**config.mk**
```make
export PLATFORM = sky130hd
export DESIGN_NAME = bank_responder
export DESIGN_NICKNAME = d
export VERILOG_FILES = /design/src/rtl/bank_responder.sv
export SDC_FILE = /design/constraint.sdc
export NUM_CORES = 1
export LEC_CHECK = 0
export CAP_MARGIN = 0
export CORE_ASPECT_RATIO = 0.8
export CORE_MARGIN = 2
export CORE_UTILIZATION = 63
export CTS_BUF_LIST = sky130_fd_sc_hd__clkbuf_8
export CTS_CLUSTER_SIZE = 30
export DETAILED_ROUTE_END_ITERATION = 8
export GPL_TIMING_DRIVEN = 1
export PLACE_DENSITY = 0.89
export SETUP_SLACK_MARGIN = 0.4
export SYNTH_ARGS = -nofsm -noshare
export SYNTH_HDL_FRONTEND = slang
export SYNTH_SLANG_ARGS = --single-unit
```
**constraint.sdc**
```tcl
create_clock -name clk -period 7.4 [get_ports clk]
set_input_delay 1.85 -clock clk [delete_from_list [all_inputs] [get_ports clk]]
set_output_delay 1.85 -clock clk [all_outputs]
set_load 0.01 [all_outputs]
```
**src/rtl/bank_responder.sv**
```systemverilog
// ---------------------------------------------------------------------------
// BankResponder: single-account bank back end answering ATM requests.
//
// A request (verify PIN, balance inquiry, withdraw, deposit) is accepted in
// IDLE, processed in EXEC, and answered in RESPOND. The answer stays on the
// outputs until the ATM takes it. Three consecutive wrong PINs (MAX_TRIES)
// lock the account until reset.
//
// Ports:
//   clk          rising-edge clock
//   reset        asynchronous active-low reset
//   req_valid    ATM request present
//   req_ready    responder can accept a request (IDLE only)
//   req_op       00 verify PIN, 01 balance, 10 withdraw, 11 deposit
//   req_pin      PIN for op 00
//   req_amount   unsigned amount for ops 10/11
//   session_end  one-cycle pulse when the card is ejected
//   rsp_valid    response present
//   rsp_ready    ATM accepts the response
//   rsp_status   0 OK, 1 BAD_PIN, 2 LOCKED, 3 INSUFFICIENT, 4 NOT_AUTH,
//                5 OVERFLOW
//   rsp_balance  balance after the operation
//   locked       account locked
//   audit_count  (only with BANK_AUDIT_EN) saturating count of OK responses
//
// Build option: define BANK_AUDIT_EN to add the audit_count output.
// ---------------------------------------------------------------------------
module bank_responder #(
    parameter logic [31:0] INIT_BALANCE = 32'h000F4240,
    parameter logic [3:0]  PIN_CODE     = 4'b1010,
    parameter int          MAX_TRIES    = 3,
    parameter int          PROC_CYCLES  = 2
) (
    input  logic        clk,
    input  logic        reset,
    input  logic        req_valid,
    output logic        req_ready,
    input  logic [1:0]  req_op,
    input  logic [3:0]  req_pin,
    input  logic [31:0] req_amount,
    input  logic        session_end,
    output logic        rsp_valid,
    input  logic        rsp_ready,
    output logic [2:0]  rsp_status,
    output logic [31:0] rsp_balance,
    output logic        locked
`ifdef BANK_AUDIT_EN
    ,
    output logic [15:0] audit_count
`endif
);

    localparam logic [2:0] ST_OK       = 3'd0;
    localparam logic [2:0] ST_BAD_PIN  = 3'd1;
    localparam logic [2:0] ST_LOCKED   = 3'd2;
    localparam logic [2:0] ST_INSUFF   = 3'd3;
    localparam logic [2:0] ST_NOT_AUTH = 3'd4;
    localparam logic [2:0] ST_OVERFLOW = 3'd5;

    localparam int             FW        = $clog2(MAX_TRIES + 1);
    localparam logic [FW-1:0]  MAX_T     = FW'(MAX_TRIES);
    localparam int             CW        = $clog2(PROC_CYCLES + 2);
    localparam logic [CW-1:0]  EXEC_LAST = CW'(PROC_CYCLES);

    typedef enum logic [1:0] {IDLE, EXEC, RESPOND} state_t;

    state_t         r_state;
    state_t         w_nextState;

    logic           r_outEn;
    logic [1:0]     r_op;
    logic [3:0]     r_pin;
    logic [31:0]    r_amount;
    logic [CW-1:0]  r_execCnt;
    logic [31:0]    r_balance;
    logic [2:0]     r_status;
    logic           r_auth;
    logic [FW-1:0]  r_failCnt;
    logic           r_locked;
    logic           r_sessPending;

    logic           w_accept;
    logic           w_execDone;
    logic           w_rspTaken;
    logic [32:0]    w_sum;
    logic [FW:0]    w_failPlus;
    logic [2:0]     w_resStatus;
    logic [31:0]    w_resBalance;
    logic           w_resAuth;
    logic [FW-1:0]  w_resFail;
    logic           w_resLocked;

    assign w_accept   = req_valid && req_ready;
    assign w_execDone = (r_state == EXEC) && (r_execCnt == EXEC_LAST);
    assign w_rspTaken = (r_state == RESPOND) && rsp_ready;
    assign w_sum      = {1'b0, r_balance} + {1'b0, r_amount};
    assign w_failPlus = {1'b0, r_failCnt} + (FW + 1)'(1);

    // FSM state register
    always_ff @(posedge clk or negedge reset) begin
        if (!reset) r_state <= IDLE;
        else        r_state <= w_nextState;
    end

    // FSM next state; EXEC holds until the counter reaches PROC_CYCLES,
    // which puts rsp_valid PROC_CYCLES+1 edges after acceptance
    always_comb begin
        w_nextState = r_state;
        case (r_state)
            IDLE:    if (w_accept)   w_nextState = EXEC;
            EXEC:    if (w_execDone) w_nextState = RESPOND;
            RESPOND: if (rsp_ready)  w_nextState = IDLE;
            default:                 w_nextState = IDLE;
        endcase
    end

    // FSM outputs; r_outEn keeps req_ready low until the first edge after reset
    always_comb begin
        req_ready = (r_state == IDLE) && r_outEn;
        rsp_valid = (r_state == RESPOND);
    end

    // Operation result, evaluated from the captured request and account state
    always_comb begin
        w_resStatus  = ST_OK;
        w_resBalance = r_balance;
        w_resAuth    = r_auth;
        w_resFail    = r_failCnt;
        w_resLocked  = r_locked;
        if (r_locked) begin
            w_resStatus = ST_LOCKED;
        end else begin
            case (r_op)
                2'b00: begin
                    if (r_pin == PIN_CODE) begin
                        w_resAuth = 1'b1;
                        w_resFail = '0;
                    end else begin
                        w_resStatus = ST_BAD_PIN;
                        if (w_failPlus >= {1'b0, MAX_T}) begin
                            w_resFail   = MAX_T;
                            w_resLocked = 1'b1;
                            w_resAuth   = 1'b0;
                        end else begin
                            w_resFail = w_failPlus[FW-1:0];
                        end
                    end
                end
                2'b01: begin
                    if (!r_auth) w_resStatus = ST_NOT_AUTH;
                end
                2'b10: begin
                    if (!r_auth)                    w_resStatus = ST_NOT_AUTH;
                    else if (r_amount > r_balance)  w_resStatus = ST_INSUFF;
                    else                            w_resBalance = r_balance - r_amount;
                end
                default: begin
                    if (!r_auth)        w_resStatus = ST_NOT_AUTH;
                    else if (w_sum[32]) w_resStatus = ST_OVERFLOW;
                    else                w_resBalance = w_sum[31:0];
                end
            endcase
        end
    end

    // Request capture, processing counter and account state. Account changes
    // commit only on the EXEC->RESPOND edge, so a reset earlier drops them.
    // session_end in IDLE clears authentication at once (including on the
    // acceptance edge); otherwise it waits until the response is taken.
    always_ff @(posedge clk or negedge reset) begin
        if (!reset) begin
            r_outEn       <= 1'b0;
            r_op          <= 2'b00;
            r_pin         <= 4'b0000;
            r_amount      <= '0;
            r_execCnt     <= '0;
            r_balance     <= INIT_BALANCE;
            r_status      <= ST_OK;
            r_auth        <= 1'b0;
            r_failCnt     <= '0;
            r_locked      <= 1'b0;
            r_sessPending <= 1'b0;
        end else begin
            r_outEn <= 1'b1;
            if (w_accept) begin
                r_op      <= req_op;
                r_pin     <= req_pin;
                r_amount  <= req_amount;
                r_execCnt <= '0;
            end
            if (r_state == EXEC) begin
                if (w_execDone) begin
                    r_status  <= w_resStatus;
                    r_balance <= w_resBalance;
                    r_auth    <= w_resAuth;
                    r_failCnt <= w_resFail;
                    r_locked  <= w_resLocked;
                end else begin
                    r_execCnt <= r_execCnt + CW'(1);
                end
            end
            if (r_state == IDLE && session_end) begin
                r_auth <= 1'b0;
            end
            if (w_rspTaken) begin
                if (r_sessPending || session_end) r_auth <= 1'b0;
                r_sessPending <= 1'b0;
            end else if (r_state != IDLE && session_end) begin
                r_sessPending <= 1'b1;
            end
        end
    end

    assign rsp_status  = r_status;
    assign rsp_balance = r_balance;
    assign locked      = r_locked;

`ifdef BANK_AUDIT_EN
    logic [15:0] r_auditCnt;

    // Count responses taken by the ATM with status OK, saturating
    always_ff @(posedge clk or negedge reset) begin
        if (!reset) begin
            r_auditCnt <= '0;
        end else if (w_rspTaken && r_status == ST_OK && r_auditCnt != 16'hFFFF) begin
            r_auditCnt <= r_auditCnt + 16'd1;
        end
    end

    assign audit_count = r_auditCnt;
`endif

endmodule

```
== After elaboration in Yosys (flattened, before gate mapping) ==
Index checks and enable logic that the tools add are counted.

* Register bits: 83
* Bits in latches: 0
* RAM bits: 0
* Bits in read-only memories: 0
* Input bits: 43
* Output and inout port bits: 38
* Memories kept: 0

* Add/subtract/negate cells: 4
* Multiply operators: 0
* Divide/modulo/power cells: 0
* $lt $le $gt $ge: 2
* Equal/unequal tests: 11
* Shift operators: 0
* Muxes and demuxes: 37
* Bitwise gates (word level): 2
* Reduce and logical (&&, ||, !) cells: 16

{| class="wikitable"
|+ Operators with widths
! operator !! number
|-
| $mux 32 || 4
|-
| $pmux 32 s2 || 1
|-
| $add 32x32->33 || 1
|-
| $gt 32x32->1 || 1
|-
| $sub 32x32->32 || 1
|-
| $mux 2 || 9
|-
| $mux 1 || 16
|-
| $mux 3 || 5
|-
| $pmux 3 s3 || 1
|-
| $reduce_and 7->1 || 1
|-
| $eq 2x2->1 const B || 3
|-
| $logic_and 1x1->1 || 6
|-
| $ne 2x2->1 const B || 3
|-
| $pmux 2 s3 || 1
|-
| $eq 2x1->1 const B || 2
|-
| $eq 4x4->1 const B || 1
|-
| $logic_not 2->1 || 2
|-
| $ne 2x1->1 const B || 2
|-
| $reduce_and 4->1 || 1
|-
| $reduce_bool 2->1 || 2
|-
| $add 2x1->3 const B || 1
|-
| $ge 3x2->1 const B || 1
|-
| $reduce_and 3->1 || 1
|-
| $add 2x1->2 const B || 1
|-
| other kinds (4) || 5
|}

== Longest topological paths before layout ==
Gate-level depths: netlist of the first run.

* Depth after elaboration: 11
* Depth in mapped cells: 15
* Mapped depth without buffers: 13

== Worst setup path before layout of the first run ==
Ideal clock, no wire load.

* Path kind: reg2reg
* Start point: register r_balance[0], in the netlist rsp_balance[0]
* End point: register r_balance[31], in the netlist rsp_balance[31]
* Library setup time: 124 ps
* Arrival time: 3098 ps
* Data required time: 7276 ps
* Setup slack: 4178 ps
* Cell stages (with the launch flop): 14
* Clock period less this slack: 3222 ps
* Path through: dfrtp_1 -> inv_1 -> ha_1 -> fa_1 -> nand2b_1 -> a21o_1 -> a21oi_4 -> a41oi_4 -> o41ai_4 -> a31oi_2 -> o21a_2 -> or2_1 -> buf_6 -> a211o_1

* Word-level cells in the longest chain between the ends: 4
* Elaborated cells on any way between the ends: 11
* Classes of those cells: 2 x add/sub; 1 x order compare; 2 x eq/ne; 5 x mux; 1 x reduce/logical

{| class="wikitable"
|+ RTL lines
! what !! RTL line !! RTL
|-
| from (decl) || 75 || <nowiki>logic [31:0] r_balance;</nowiki>
|-
| from (signal assigned) || 194 || <nowiki>r_balance <= w_resBalance;</nowiki>
|-
| $add 32x32->33 or $sub 32x32->32 (tied branches) || 96, 155 ||
|-
| $mux 32 (on tied branches) || 159, 154 ||
|-
| $mux 32 (on tied branches) || 158, 153 ||
|-
| $pmux 32 s2 || 133 || <nowiki>case (r_op)</nowiki>
|}

Parallel ways exist; a longest one is shown, timed or not. The select of a mux whose other input is x is not followed.
A chain may end at the register's enable or synchronous reset.

== Worst setup path in the final report of the first run ==
* Start point: register r_balance[0], in the netlist rsp_balance[0]
* End point: register r_balance[11], in the netlist rsp_balance[11]

Same word-level chain as after synthesis.

==> summary.txt, run 1 <==
CTS
  – CTS tree: built
  – Hold Buf Count CTS: 0
  – Clock Latency Late Sink: 370 ps
  – CTS H-Tree Depth: 3
  – Post-CTS sizing: 0
  – Setup Fix Bufs, Post-CTS: 0
  – Clk sinks: 83
  – Root buf cell: clkbuf_8
  – Worst-path clk slew: 90 ps
  – CTS Buf Count: 9
  – Clock Path Buffers: 2

Yosys
  – Top post-synthesis cells by area: dfrtp_1, ha_1, a21oi_1
  – YS warnings: 0
  – Netlist cell types: 74
  – Seq cells post-synth: 83
  – Synthesized net count: 918
  – Dominant cell type by area after synthesis: dfrtp_1
  – Mapped cell area: 0.00667 mm^2
  – Most used DFF post-synth: dfrtp_1
  – Count leader, synth: a21oi_1
  – Post-synth EDFFs: 0
  – Area fraction of the dominant cell type after synthesis: 28.5%
  – Post-synth top cells: a21oi_1, nand2_1, dfrtp_1, nor2_1, inv_1
  – Asr flop ratio synth: 100%
  – Post-synthesis sequential area ratio: 31.3%
  – Gate Count Post-Synth: 808
  – Avg Inst Size Synth: 8.25 um^2

Worst setup path
  – Critical path class: reg2reg
  – CP arrival: 4400 ps
  – Worst Path Max Fanout: 29
  – Critical path launch point type: flip-flop
  – Critical Path RT: 7650 ps
  – Crit. End Element: flip-flop

Power
  – Seq pwr share: 29.7%
  – Clock share of power: 15.2%
  – Comb pwr share: 55.1%
  – Peak VDD IR: 0.000171 V
  – Switch Pwr: 1.08 mW
  – Total power: 2.36 mW
  – Pwr Density: 307 mW/mm^2
  – Int Pwr: 1.27 mW
  – Switching Fraction: 46.0%
  – LEAKAGE: 3.53 nW

Floorplanning
  – Die ar.: 0.0114 mm^2
  – Die H: 96.0 um
  – Initial Utilization: 64.9%
  – Std-Cell Rows: 33
  – Die Wd: 119 um
  – Core Box Area: 0.0103 mm^2
  – Total I/O pin count: 81

STA
  – RSZ-0062 raised after global routing: false
  – Max-slew violations: 0
  – Worst-margin pin slew: 1190 ps
  – F_max: 241 MHz
  – Final Hold Viols: 0
  – TNS Setup: 0 ps
  – Finish-stage setup viols: 0
  – Clock period minus worst slack: 4150 ps
  – Period utilization: 56.0%
  – Slew headroom: 20.4%
  – Worst Skew: 14.2 ps

Global routing
  – Initial antenna violation count: 0
  – First-pass GRT wire length: 30.5 mm
  – Vias in the first global route: 6179
  – Grt total ovfl: 0
  – Met2 Usage GRT: 55.1%
  – GR Util met3: 6.28%
  – Met1 usage: 45.3%
  – Gr usage total: 33.4%
  – GRT busiest layer: met2
  – Pin count of the biggest net entering global routing: 84

Route
  – DR vias: 6294
  – Iteration-0 DRC count of the detailed router: 511
  – ANT nets after route: 0
  – Vias/cell: 6.23
  – WL per Instance: 18.2 um
  – Post-route DRC: 0
  – Routed wire length: 18.4 mm
  – TritonRoute pass-1 iters: 7

Cells and area
  – Layout cell share with drive strength beyond 1: 6.90%
  – Diodes inserted: 0
  – Final Non-Filler Cells: 1010
  – Synth-to-layout area growth: 15.3%
  – Fin area: 0.00769 mm^2
  – Layout Nets: 975

Placement
  – Gpl congestion: 0.969
  – PortBufs: 80
  – Area after DPL: 0.00748 mm^2
  – Placed insts: 994
  – Detail Placement HPWL: 13.7 mm

Outcome
  – Status: finished clean

Min path
  – Hold Crit Class: reg2reg

Run
  – # Max-Cap Violations: 0
## stage by stage
stage	worst slack (ps)	hold WS, ps	utilization [%]
6_report	3250	497	74.8
4_1_cts	3330	501	74.8
3_5_place_dp	3350	491	72.8
5_1_grt	3090	524	74.8
3_3_place_gp	3480	457	72.8
2_1_floorplan	4180	451	-
## logic make-up (layout without fill, tap and decap cells)
kind of cell	after synthesis	in the layout	share of synthesized area [%]
AND/OR/NAND/NOR	245	245	17.2
XOR/XNOR	29	29	3.81
AO/OA/AOI/OAI	258	258	24.9
buffers and inverters	106	168	6.75
multiplexers	19	19	3.17
flip-flops	83	83	31.3
adder cells (fa/ha/maj)	67	67	12.8
other	1	1	0.0562
## flip-flops by register name, indices dropped and copies added (netlist names)
name           cells
r_sessPending      1
r_auth             1
r_op               2
locked             1
r_pin              4
rsp_status         3
rsp_balance       32
r_outEn            1
r_failCnt          2
r_amount          32
r_execCnt          2
r_state            2
## power groups by stage
| stage | Sequential [mW] | Clock (mW) | Combinational (mW) |
|---|---|---|---|
| floorplan | 0.682 | 0 | 0.943 |
| global placement | 0.690 | 0 | 1.21 |
| detailed placement | 0.705 | 0 | 1.26 |
| CTS | 0.699 | 0.363 | 1.27 |
| global route | 0.718 | 0.380 | 1.43 |
| finish | 0.700 | 0.358 | 1.30 |
## layout by cell type, fill, tap and decap left out, types with 4 or more instances in the layout
cell	count
inv_1	72
nor4_1	9
nand3_1	16
o21bai_1	9
a211o_1	4
nand2_1	78
or3_1	5
a21oi_1	82
clkbuf_8	9
nor2_1	74
o21ai_1	8
o22ai_1	4
xnor2_1	29
clkdlybuf4s50_1	79
o41ai_1	4
o311ai_0	5
nand2b_1	8
o31ai_1	8
dfrtp_1	76
a21o_1	11
o211ai_1	13
dfstp_2	7
buf_4	4
o21ai_0	66
nor3_1	13
nor2b_1	12
a31oi_1	7
a221oi_1	5
nand4_1	6
ha_1	65
mux2_2	17
## critical path: stages (launching register included)
cell	delay, ps
dfrtp_1	410
inv_1	70
ha_1	230
fa_1	390
nand2b_1	200
a21o_1	210
a21oi_4	190
a41oi_4	200
o41ai_4	440
a31oi_2	170
o21a_2	260
nor2_2	400
buf_4	430
mux2_2	390
## metal layers
layer / part of all wire (%) / vias to the layer above
met3: 7.3 / 46
li1: - / 2958
met4: 1.8 / 0
met5: 0 / -
met1: 45 / 2968
met2: 46 / 322
## area by class of cell
class | count | area, um^2
multi-input combinational | 619 | 4140
fill | 782 | 2590
sequential | 83 | 2090
timing repair buffer | 83 | 821
inverter | 69 | 259
tap | 140 | 175
clock buffer | 9 | 124
clock inverter | 7 | 87.6
## path summary, 6_finish.rpt
path	startpoint	endpoint	slack (ps)	cells after the start
worst max-delay path	rsp_balance[0]	rsp_balance[11]	3250	13
worst min-delay path	rsp_balance[17]	rsp_balance[17]	500	2
worst max register to register	rsp_balance[0]	rsp_balance[11]	3250	13
worst min register to register	rsp_balance[17]	rsp_balance[17]	500	2
max in group asynchronous	reset	r_sessPending	5080	1
min in group asynchronous	reset	r_amount[11]	1660	1
(Power assumes the default switching activity.)
==> run 2, diff against run 1 <==
Settings changed: CORE_UTILIZATION 63 to 53, PLACE_DENSITY 0.89 to 0.8.
Clock period 7.4 ns to 3.66 ns, I/O delays scaled along.
==> summary.txt, run 2 (synthesized netlist as in run 1, its figures left out) <==
Worst setup path
  – Critical path launch point type: flip-flop (unchanged)
  – R2r setup slk: 330 ps (was 3250 ps)
  – Reg2Reg Depth: 13 (unchanged)
  – Worst Path Max Fanout: 8 (was 29)
  – Worst R2R Start: rsp_balance[0] (unchanged)
  – Logic depth of the worst path, buffers included: 13 (unchanged)
  – CP max-delay cell: o41ai_4 (unchanged)
  – Critical path class: reg2reg (unchanged)
  – Worst setup path endpoint: rsp_balance[11] (unchanged)
  – Buf/Inv on CP: 2 (unchanged)
  – CP startpoint: rsp_balance[0] (unchanged)
  – Critical Path RT: 3920 ps (was 7650 ps)
  – CP arrival: 3590 ps (was 4400 ps)
  – CP peak stage delay: 430 ps (was 440 ps)
  – Worst R2R End: rsp_balance[11] (unchanged)
  – Crit. End Element: flip-flop (unchanged)
  – Crit-path cells: inv_1 -> ha_2 -> fa_2 -> nand2b_4 -> a21o_1 -> a21oi_4 -> a41oi_4 -> o41ai_4 -> a31oi_2 -> o21a_2 -> nor2_4 -> buf_8 -> mux2_4 (was inv_1 -> ha_1 -> fa_1 -> nand2b_1 -> a21o_1 -> a21oi_4 -> a41oi_4 -> o41ai_4 -> a31oi_2 -> o21a_2 -> nor2_2 -> buf_4 -> mux2_2)
  – Cell family contributing the most delay on the critical path: compound AO/OA/AOI/OAI gates (unchanged)

Cells and area
  – Final Non-Filler Cells: 1071 (was 1010)
  – Most common cell after layout, fill and taps aside: clkdlybuf4s50_1 (was a21oi_1)
  – FF+latch area: 0.00209 mm^2 (unchanged)
  – Layout Nets: 1005 (was 975)
  – Most frequent cells in the layout: clkdlybuf4s50_1, nand2_1, dfrtp_1 (was a21oi_1, clkdlybuf4s50_1, nand2_1)
  – Layout cell share with drive strength beyond 1: 15.2% (was 6.90%)
  – Fin util: 67.4% (was 74.8%)
  – Diodes inserted: 0 (unchanged)
  – Fill cells: 1018 (was 782)
  – Synth-to-layout area growth: 23.3% (was 15.3%)
  – Area of the multi-input gates: 0.00438 mm^2 (was 0.00414 mm^2)

Placement
  – Detail Placement HPWL: 12.9 mm (was 13.7 mm)
  – Placed insts: 1039 (was 994)
  – Gpl congestion: 1.01 (was 0.969)
  – PortBufs: 80 (unchanged)

Floorplanning
  – Die Wd: 129 um (was 119 um)
  – Core Box Area: 0.0122 mm^2 (was 0.0103 mm^2)
  – Die ar.: 0.0135 mm^2 (was 0.0114 mm^2)
  – Std-Cell Rows: 36 (was 33)
  – Die H: 104 um (was 96.0 um)
  – Total I/O pin count: 81 (unchanged)
  – Initial Utilization: 54.6% (was 64.9%)

Route
  – Iteration-0 DRC count of the detailed router: 498 (was 511)
  – ANT nets after route: 0 (unchanged)
  – Vias/cell: 5.85 (was 6.23)
  – DR vias: 6270 (was 6294)
  – TritonRoute pass-1 iters: 5 (was 7)
  – Routed wire length: 17.7 mm (was 18.4 mm)
  – Post-route DRC: 0 (unchanged)
  – WL per Instance: 16.5 um (was 18.2 um)

Power
  – LEAKAGE: 3.72 nW (was 3.53 nW)
  – Pwr Density: 592 mW/mm^2 (was 307 mW/mm^2)
  – Peak VDD IR: 0.000271 V (was 0.000171 V)

Min path
  – Hold Crit Class: reg2reg (unchanged)

CTS
  – CTS tree: built (unchanged)
  – Worst-path clk slew: 90 ps (about the same)
  – CTS H-Tree Depth: 3 (unchanged)
  – Clk sinks: 83 (unchanged)
  – Clock Path Buffers: 2 (unchanged)
  – Root buf cell: clkbuf_8 (unchanged)
  – CTS Buf Count: 9 (unchanged)
  – Clock Latency Late Sink: 370 ps (about the same)

Global routing
  – Pin count of the biggest net entering global routing: 84 (unchanged)
  – Vias in the first global route: 5872 (was 6179)
  – Initial antenna violation count: 0 (unchanged)
  – Gr usage total: 26.3% (was 33.4%)
  – First-pass GRT wire length: 28.9 mm (was 30.5 mm)
  – Grt total ovfl: 0 (unchanged)

STA
  – Worst Skew: 14.5 ps (was 14.2 ps)
  – RSZ-0062 raised after global routing: true (was false)
  – TNS Setup: 0 ps (unchanged)
  – Clock period minus worst slack: 3330 ps (was 4150 ps)
  – Finish-stage setup viols: 0 (unchanged)
  – Worst-margin pin slew: 1030 ps (was 1190 ps)
  – Worst hold slack: 466 ps (was 497 ps)
  – Max-slew violations: 0 (unchanged)
  – Slew headroom: 31.5% (was 20.4%)
  – Final Hold Viols: 0 (unchanged)
  – F_max: 300 MHz (was 241 MHz)
  – Period utilization: 91.1% (was 56.0%)

Run
  – # Max-Cap Violations: 0 (unchanged)

Outcome
  – Status: finished clean (unchanged)
run 2: cell types whose count changed in the layout (fill, tap and decap cells not counted), sizes merged:
cell / change
buf: +30
bufinv: -1
clkbuf: +2
clkinv: +3
clkinvlp: -1
inv: -3
run 2: layout make-up:
| class | count | area share [%] |
|---|---|---|
| clock buffer | 11 | 1.84 |
| clock inverter | 5 | 0.745 |
| inverter | 69 | 3.15 |
| multi-input combinational | 619 | 53.2 |
| sequential | 83 | 25.4 |
| tap | 171 | 2.60 |
| timing repair buffer | 113 | 13.1 |
run 2: worst min-delay path by stage:
stage	start	to	slack, ps	cells past startpoint
floorplan	r_execCnt[0]	r_execCnt[0]	450	1
global placement	rsp_status[2]	rsp_status[2]	460	2
detailed placement	rsp_status[2]	rsp_status[2]	450	2
CTS	rsp_status[2]	rsp_status[2]	470	2
global route	rsp_status[2]	rsp_status[2]	490	2
finish	rsp_status[2]	rsp_status[2]	470	2
run 2: per-stage QoR:
step / instance area, um^2 / setup slack, ps / power [mW]
final: 8220 / 327 / 4.87
after global routing: 8220 / 197 / 5.25
after CTS: 7970 / 415 / 4.74
after detailed placement: 7620 / 163 / 3.97
after global placement: 7620 / 237 / 3.94
after floorplan: 6670 / 438 / 3.28
run 2: worst reg2reg max path, stage by stage, from the launching register on:
cell and delay (ps):
dfrtp_1 400, inv_1 60, ha_2 200, fa_2 340, nand2b_4 160, a21o_1 180
a21oi_4 170, a41oi_4 180, o41ai_4 430, a31oi_2 160, o21a_2 270, nor2_4 180
buf_8 180, mux2_4 320
run 2: what timing repair did:
item | in CTS | in global routing
setup buffers | 8 | 7
resized for setup | 17 | 56
setup endpoints to repair | 32 | 31
hold buffers | 0 | 0
pin swaps | 7 | 12
gates cloned | 1 | 0
run 2: power by group:
part	internal (mW)	switching, mW	leakage [nW]	total, mW
clock network	0.355	0.348	0.109	0.703
logic	1.10	1.66	2.56	2.76
registers	1.20	0.213	1.05	1.41
total	2.65	2.22	3.72	4.87
run 2: layer usage:
| metal | global-route usage (%) | vias up | share of wire [%] |
|---|---|---|---|
| li1 | - | 3023 | - |
| met1 | 40.0 | 2949 | 48 |
| met2 | 38.6 | 276 | 43 |
| met3 | 4.68 | 22 | 7.4 |
| met4 | 6.45 | 0 | 1.5 |
| met5 | 0 | - | 0 |
==> run 3, diff against run 2 <==
Settings changed: CORE_MARGIN 2 to default.
==> summary.txt, run 3 (synthesized netlist as in run 1, its figures left out) <==
CTS
  – Hold Buf Count CTS: 0 (unchanged)
  – Clk sinks: 83 (unchanged)
  – Clock Path Buffers: 2 (unchanged)
  – CTS tree: built (unchanged)
  – Worst-path clk slew: 90 ps (about the same)
  – Root buf cell: clkbuf_8 (unchanged)
  – CTS H-Tree Depth: 3 (unchanged)
  – Clock Latency Late Sink: 380 ps (was 370 ps)
  – CTS Buf Count: 9 (unchanged)

Cells and area
  – Fin area: 0.00844 mm^2 (was 0.00822 mm^2)
  – Layout cell share with drive strength beyond 1: 16.4% (was 15.2%)
  – Layout Nets: 1014 (was 1005)
  – Most common cell after layout, fill and taps aside: clkdlybuf4s50_1 (unchanged)
  – Most frequent cells in the layout: clkdlybuf4s50_1, nand2_1, dfrtp_1 (unchanged)
  – Diodes inserted: 0 (unchanged)
  – Fill cells: 978 (was 1018)
  – Final Non-Filler Cells: 1079 (was 1071)
  – Synth-to-layout area growth: 26.5% (was 23.3%)

STA
  – Worst-margin pin slew: 635 ps (was 1030 ps)
  – Final worst setup slack: 348 ps (was 327 ps)
  – Finish-stage setup viols: 0 (unchanged)
  – F_max: 302 MHz (was 300 MHz)
  – Final Hold Viols: 0 (unchanged)
  – Max-slew violations: 0 (unchanged)
  – Worst Skew: 13.3 ps (was 14.5 ps)
  – TNS Setup: 0 ps (unchanged)
  – Slew headroom: 57.6% (was 31.5%)
  – RSZ-0062 raised after global routing: true (unchanged)
  – Period utilization: 90.5% (was 91.1%)
  – Clock period minus worst slack: 3310 ps (was 3330 ps)

Worst setup path
  – Critical path launch point type: flip-flop (unchanged)
  – Crit. End Element: flip-flop (unchanged)
  – CP arrival: 3570 ps (was 3590 ps)
  – CP peak stage delay: 600 ps (was 430 ps)
  – Logic depth of the worst path, buffers included: 11 (was 13)
  – R2r setup slk: 350 ps (was 330 ps)
  – Worst Path Max Fanout: 8 (unchanged)
  – Critical path class: reg2reg (unchanged)
  – CP most frequent cell: a21oi_1
  – Buf/Inv on CP: 0 (was 2)
  – Crit-path cells: ha_2 -> a21o_1 -> a21oi_1 -> nand4b_1 -> a211oi_1 -> o41ai_2 -> a21oi_1 -> nor4_1 -> o221ai_1 -> a211oi_2 -> a211o_1 (was inv_1 -> ha_2 -> fa_2 -> nand2b_4 -> a21o_1 -> a21oi_4 -> a41oi_4 -> o41ai_4 -> a31oi_2 -> o21a_2 -> nor2_4 -> buf_8 -> mux2_4)
  – Critical Path RT: 3920 ps (about the same)
  – CP max-delay cell: dfstp_2 (was o41ai_4)
  – Cell family contributing the most delay on the critical path: compound AO/OA/AOI/OAI gates (unchanged)
  – Worst R2R Start: rsp_balance[16] (was rsp_balance[0])
  – Worst R2R End: rsp_balance[31] (was rsp_balance[11])
  – Reg2Reg Depth: 11 (was 13)

Global routing
  – Initial antenna violation count: 0 (unchanged)
  – Vias in the first global route: 6025 (was 5872)
  – First-pass GRT wire length: 29.3 mm (was 28.9 mm)
  – Pin count of the biggest net entering global routing: 38 (was 84)
  – Grt total ovfl: 0 (unchanged)
  – Gr usage total: 28.5% (was 26.3%)

Floorplanning
  – Std-Cell Rows: 36 (unchanged)
  – Die ar.: 0.0130 mm^2 (was 0.0135 mm^2)
  – Total I/O pin count: 81 (unchanged)
  – Initial Utilization: 54.6% (unchanged)
  – Die H: 102 um (was 104 um)
  – Core Box Area: 0.0122 mm^2 (unchanged)
  – Die Wd: 127 um (was 129 um)

Power
  – Pwr Density: 586 mW/mm^2 (was 592 mW/mm^2)
  – Peak VDD IR: 0.000296 V (was 0.000271 V)
  – LEAKAGE: 3.79 nW (was 3.72 nW)

Placement
  – Area after DPL: 0.00762 mm^2 (about the same)
  – Gpl congestion: 1.00 (was 1.01)
  – PortBufs: 80 (unchanged)
  – Place WS: 108 ps (was 163 ps)
  – Placed insts: 1038 (was 1039)
  – Detail Placement HPWL: 12.9 mm (about the same)

Run
  – # Max-Cap Violations: 0 (unchanged)

Route
  – Vias/cell: 5.92 (was 5.85)
  – DR vias: 6385 (was 6270)
  – Routed wire length: 18.1 mm (was 17.7 mm)
  – Iteration-0 DRC count of the detailed router: 703 (was 498)
  – Post-route DRC: 0 (unchanged)
  – ANT nets after route: 0 (unchanged)
  – WL per Instance: 16.8 um (was 16.5 um)
  – TritonRoute pass-1 iters: 7 (was 5)

Min path
  – Hold Crit Class: in2async (was reg2reg)

Outcome
  – Status: finished clean (unchanged)
==> run 3: timing repair <==
item	in CTS	in global routing
hold endpoints to repair	0	0
endpoints found under the setup margin	30	33
resized for setup	30	52
gates cloned	3	0
pin swaps	15	11
buffers inserted	17	6
==> run 3: final cells by class <==
type	count	area [um^2]	share of cell area, %
multi-input cells	619	4410	52.3
flip-flops and latches	83	2090	24.7
repair buffers	122	1250	14.9
inverters	69	259	3.07
well taps	171	214	2.54
clock buffers	9	124	1.47
clock inverters	6	90.1	1.07
==> run 3: worst max path at each step <==
stage | start | to
after floorplan | rsp_balance[0] | rsp_balance[31]
after global placement | rsp_balance[0] | rsp_balance[10]
after detailed placement | rsp_balance[0] | rsp_balance[10]
after CTS | r_amount[0] | rsp_balance[31]
after global routing | r_amount[0] | rsp_balance[31]
final | rsp_balance[16] | rsp_balance[31]
==> run 3: power breakdown <==
group	internal, mW	total [mW]	switching, mW
logic	1.12	2.80	1.67
registers	1.20	1.40	0.205
clock network	0.383	0.745	0.362
==> run 3: routing by layer <==
layer	GRT usage (%)	up-vias	wire, um
met5	0	-	0
met4	8.61	0	311
met3	5.97	33	1250
met2	44.3	269	7950
met1	39.8	3044	8610
li1	-	3039	-
==> run 3: worst reg2reg max path, cell delays in order, from the launching register on <==
cell,delay [ps]
dfstp_2,600
ha_2,340
a21o_1,240
a21oi_1,310
nand4b_1,130
a211oi_1,500
o41ai_2,140
a21oi_1,220
nor4_1,80
o221ai_1,250
a211oi_2,110
a211o_1,270
==> run 3: metrics by stage <==
stage / power, mW / util, % / hold slack, ps
2_1_floorplan: 3.28 / - / 451
3_3_place_gp: 3.90 / 62.4 / 457
3_5_place_dp: 3.93 / 62.4 / 473
4_1_cts: 4.77 / 66.9 / 417
5_1_grt: 5.30 / 69.1 / 433
6_report: 4.94 / 69.1 / 423
